**src/rtl/sd_save_key_filter.sv**
```systemverilog
// Debounces the active-low save push-button into a one-cycle save request.
// Presses that arrive while a save is busy or within the re-trigger holdoff are reported as dropped.
//
// state     | meaning
// IDLE      | key released and stable
// PRESS_CHK | key_s seen pressed, counting stable pressed samples
// PRESSED   | press confirmed, key held
// REL_CHK   | key_s seen released, counting stable released samples
module sd_save_key_filter #(
  parameter int DEBOUNCE_CYCLES = 2_000_000,
  parameter int HOLDOFF_CYCLES  = 50_000_000
) (
  input  logic i_ddr_clk,
  input  logic i_rst_n,
  input  logic i_key_n,
  input  logic i_save_busy,
  output logic o_sd_save_key,
  output logic o_key_level,
  output logic o_req_dropped
);

  localparam int CNT_W  = $clog2(DEBOUNCE_CYCLES);
  localparam int HOLD_W = $clog2(HOLDOFF_CYCLES + 1);
  localparam logic [CNT_W-1:0]  CNT_LAST  = CNT_W'(DEBOUNCE_CYCLES - 1);
  localparam logic [HOLD_W-1:0] HOLD_LOAD = HOLD_W'(HOLDOFF_CYCLES);

  typedef enum logic [1:0] {
    IDLE      = 2'd0,
    PRESS_CHK = 2'd1,
    PRESSED   = 2'd2,
    REL_CHK   = 2'd3
  } state_t;

  state_t            state_q, state_d;
  logic [CNT_W-1:0]  cnt_q, cnt_d;
  logic [HOLD_W-1:0] hold_q, hold_d;
  logic              sync1_q, sync1_d;
  logic              sync2_q, sync2_d;
  logic              save_q, save_d;
  logic              drop_q, drop_d;
  logic              level_q, level_d;
  logic              key_s;
  logic              press_evt;

  assign key_s = ~sync2_q;

  always_comb begin
    sync1_d   = i_key_n;
    sync2_d   = sync1_q;
    state_d   = state_q;
    cnt_d     = cnt_q;
    save_d    = 1'b0;
    drop_d    = 1'b0;
    press_evt = 1'b0;
    hold_d    = (hold_q != '0) ? hold_q - HOLD_W'(1) : '0;

    case (state_q)
      IDLE: begin
        if (key_s) begin
          state_d = PRESS_CHK;
          cnt_d   = '0;
        end
      end
      PRESS_CHK: begin
        if (!key_s) begin
          state_d = IDLE;
        end else if (cnt_q == CNT_LAST) begin
          state_d   = PRESSED;
          press_evt = 1'b1;
        end else begin
          cnt_d = cnt_q + CNT_W'(1);
        end
      end
      PRESSED: begin
        if (!key_s) begin
          state_d = REL_CHK;
          cnt_d   = '0;
        end
      end
      REL_CHK: begin
        if (key_s) begin
          state_d = PRESSED;
        end else if (cnt_q == CNT_LAST) begin
          state_d = IDLE;
        end else begin
          cnt_d = cnt_q + CNT_W'(1);
        end
      end
      default: state_d = IDLE;
    endcase

    // Busy and holdoff are judged on the pre-update hold value; a load beats the decrement.
    if (press_evt) begin
      if ((hold_q == '0) && !i_save_busy) begin
        save_d = 1'b1;
        hold_d = HOLD_LOAD;
      end else begin
        drop_d = 1'b1;
      end
    end

    level_d = (state_d == PRESSED) || (state_d == REL_CHK);
  end

  always_ff @(posedge i_ddr_clk or negedge i_rst_n) begin
    if (!i_rst_n) begin
      sync1_q <= 1'b1;
      sync2_q <= 1'b1;
      state_q <= IDLE;
      cnt_q   <= '0;
      hold_q  <= '0;
      save_q  <= 1'b0;
      drop_q  <= 1'b0;
      level_q <= 1'b0;
    end else begin
      sync1_q <= sync1_d;
      sync2_q <= sync2_d;
      state_q <= state_d;
      cnt_q   <= cnt_d;
      hold_q  <= hold_d;
      save_q  <= save_d;
      drop_q  <= drop_d;
      level_q <= level_d;
    end
  end

  assign o_sd_save_key = save_q;
  assign o_req_dropped = drop_q;
  assign o_key_level   = level_q;

endmodule

```
**config.mk**
```make
export PLATFORM = sky130hd
export DESIGN_NAME = sd_save_key_filter
export DESIGN_NICKNAME = d
export VERILOG_FILES = /design/src/rtl/sd_save_key_filter.sv
export SDC_FILE = /design/constraint.sdc
export NUM_CORES = 1
export LEC_CHECK = 0
export CELL_PAD_IN_SITES_DETAIL_PLACEMENT = 1
export CELL_PAD_IN_SITES_GLOBAL_PLACEMENT = 1
export CORE_AREA = 4 4 78 80
export DETAILED_ROUTE_END_ITERATION = 6
export DIE_AREA = 0 0 82 84
export GPL_TIMING_DRIVEN = 1
export PLACE_DENSITY_LB_ADDON = 0.1
export SLEW_MARGIN = 20
export SYNTH_ARGS = -nofsm -noshare
export SYNTH_HDL_FRONTEND = slang
export SYNTH_SLANG_ARGS = --single-unit
export TNS_END_PERCENT = 1
```
**constraint.sdc**
```tcl
create_clock -name i_ddr_clk -period 5 [get_ports i_ddr_clk]
set_input_delay 0.75 -clock i_ddr_clk [delete_from_list [all_inputs] [get_ports i_ddr_clk]]
set_output_delay 0.75 -clock i_ddr_clk [all_outputs]
set_load 0.02 [all_outputs]
```
==> summary.md <==
| Metric | Value |
|---|---|
| Status | `complete, no violations` |
| Post-detail-place hpwl | `about 4.2 mm` |
| Area growth syn-to-layout | `8.88%` |
| Final Hold Vio Count | `0` |
| Routed vias/inst | `5.78` |
| Final worst slack | `between 2 and 3 ns` |
| HP Class | `register to register` |
| Max-cap check violation count | `0` |
| Sequential area share after synthesis | `0.493` |
| Core area | `around 0.0054 mm²` |
| Post-Syn Nets | `around 280` |
| P per Cell Area | `around 250 mW/mm²` |
| Final Cell Area | `0.00299 mm²` |
| Relative slew slack | `0.401` |
| Port-buffer cells | `6` |
| Area leader, netlist | `dfrtp_1` |
| Placed Area | `approximately 0.0029 mm²` |
| Register Area | `between 0.001 and 0.0015 mm²` |
| Final WL | `slightly below 6 mm` |
| CTS max path bufs | `2` |
| Drt wl/cell | `between 15 and 20 µm` |
| Asr flop ratio synth | `1.00` |
| Worst stage delay on the critical path | `0.45 ns` |
| Fin Clk Skew | `between 0.007 and 0.008 ns` |
| Worst VDD drop | `around 0.12 mV` |
| Worst setup EP type | `register` |
| Setup crit start kind | `register` |
| DR DRC count | `0` |
| Final Max Tran Viols | `0` |
| Die ar. | `around 0.0069 mm²` |
| Leak Pwr | `about 1.1 nW` |
| Unique masters post-synth | `between 50 and 60` |
| Post-synth top area share | `0.474` |
| GPL Wtd Cong | `about 0.81` |
| Number of antenna diodes | `0` |
| Most frequent cells in the layout | `dfrtp_1, nor2_1, nand2_1` |
| Post-Synthesis Cells | `275` |
| Gr usage total | `0.193` |
| # H-tree levels | `2` |
| Yosys Warn Count | `0` |
| Setup TNS | `0 ns` |
| Power Total | `0.000750 W` |
| # setup viols final | `0` |
| Crit share post-route | `0.497` |
| # IOs | `7` |
| Most common cell after layout, fill and taps aside | `dfrtp_1` |
| Worst-path clk slew | `around 0.090 ns` |
| Reg2Reg Setup Slack | `roughly 2.5 ns` |
| RSZ-0062 raised after global routing | `no` |
| Die H | `84 µm` |
| Achievable Freq | `0.403 GHz` |
| Worst-Skew Late Latency | `around 0.30 ns` |
| CTS tree | `yes` |
| Post-synth EDFFs | `0` |
| Die W | `just over 80 µm` |
| CP max-delay cell | `or3b_1` |
| Cell Area, Synth | `0.00275 mm²` |
| Cell Rows | `27` |
| Sink Count | `54` |
| Worst Setup Path Type | `register to register` |
| Tightest Pin Transition | `just under 0.9 ns` |
| Synth area leaders | `dfrtp_1, nor2_1, xnor2_1` |
| Pin count of the biggest net entering global routing | `55` |
| Nets | `around 290` |
| Gr ovfl total | `0` |
| CP cell instances | `inv_1 > ha_1 > or3b_1 > nand2b_4 > or3_1 > nor4_1 > mux2_2` |
| Hold buffer count at CTS | `0` |
| Initial antenna violation count | `0` |
| DR pass1 iterations | `5` |
| Syn_area_per_cell | `9.99 µm²` |
| Crit Path Max Fanout | `7` |
| Final min period | `about 2.5 ns` |
| Routed via count | `between 2000 and 2500` |
| Number of global-route vias before repair | `2274` |
| Pre-CTS WS | `approximately 2.5 ns` |
| Worst path required time | `a little over 5 ns` |
| Layout cell share with drive strength beyond 1 | `0.101` |
| Number of fill cells in the layout | `between 600 and 700` |
| Antenna viol nets, final | `0` |
| Clk root buf | `clkbuf_8` |
| Post_cts resized | `0` |
| Initial core utilization | `0.508` |
| Global-route wire length before repair | `~11 mm` |
| Area of the multi-input gates | `roughly 0.0013 mm²` |
| DRT iter0 DRCs | `86` |
| #FFs+latches synth | `between 50 and 60` |
| CP arrival | `2.68 ns` |
| Dominant synthesized flop cell | `dfrtp_1` |
| Cts bufs inserted | `5` |
| # Post-CTS Setup Buffers | `0` |
==> layout make-up <==
cell class | count | share of cell area
flip-flops and latches | 54 | 0.453
well taps | 72 | 0.0301
multi-input cells | 211 | 0.451
repair buffers | 8 | 0.0234
clock buffers | 8 | 0.0368
inverters | 5 | 0.00627
==> synthesized netlist by cell type (3+ instances only) <==
master,instances
a21oi_1,11
nand3_1,13
xor2_1,14
nand2_1,16
or4_1,4
mux2_2,3
nor4_1,6
nand4_1,9
nor2_1,39
and2_1,3
nor4_2,3
dfrtp_1,52
xnor2_1,15
o21ai_0,14
inv_1,5
nor3_1,12
clkbuf_1,4
or3_1,9
==> metal layers <==
metal | track usage | vias up | part of all wire
met2 | 0.335 | 10 | 0.53
met1 | 0.242 | 1053 | 0.45
met3 | 0.0421 | 4 | 0.018
met5 | 0 | - | 0
li1 | - | 1004 | -
met4 | 0.0378 | 0 | 0.0072
==> power breakdown <==
part / switching (W) / leakage (nW) / internal [W]
combinational: 0.0000174 / 0.445 / 0.00000807
sequential: 0.00000654 / 0.628 / 0.000442
clock: 0.000136 / 0.0575 / 0.000140
==> flip-flops by register name, summed over array words and instances (netlist names) <==
register,count
o_key_level,1
state_q,2
sync1_q,1
hold_q,26
o_sd_save_key,1
cnt_q,21
o_req_dropped,1
sync2_q,1
==> per-stage QoR <==
stage,std cells,hold slack [ns],utilization
floorplan,275,0.345,-
global placement,350,0.349,0.533
detailed placement,350,0.352,0.533
CTS,358,0.366,0.553
global route,358,0.366,0.553
finish,358,0.364,0.553
==> logic make-up after synthesis <==
| family | count (synthesis) | synth area share |
|---|---|---|
| adder cells (fa/ha/maj) | 2 | 0.00911 |
| AO/OA/AOI/OAI | 41 | 0.0965 |
| AND/OR/NAND/NOR | 135 | 0.277 |
| flip-flops | 54 | 0.493 |
| XOR/XNOR | 29 | 0.0924 |
| buffers and inverters | 10 | 0.0164 |
| multiplexers | 4 | 0.0159 |
==> critical path, delay by kind of cell, from the launching register on <==
kind | cells | cell delay [ns]
flops | 1 | 0.42
mux | 1 | 0.37
simple gates | 4 | 1.35
fa+ha+maj | 1 | 0.17
buf+inv | 1 | 0.07
==> worst paths after layout <==
check	from	to	depth (start not counted)
worst min-delay path	sync1_q$_DFF_PN1_	sync2_q$_DFF_PN1_	0
min in group asynchronous	i_rst_n	cnt_q[10]$_DFFE_PN0P_	2
worst max register to register	hold_q[0]$_DFF_PN0_	hold_q[18]$_DFF_PN0_	7
worst min register to register	sync1_q$_DFF_PN1_	sync2_q$_DFF_PN1_	0
max in group asynchronous	i_rst_n	hold_q[17]$_DFF_PN0_	2
worst max-delay path	hold_q[0]$_DFF_PN0_	hold_q[18]$_DFF_PN0_	7
No activity file was read; power rests on OpenSTA's default activity.
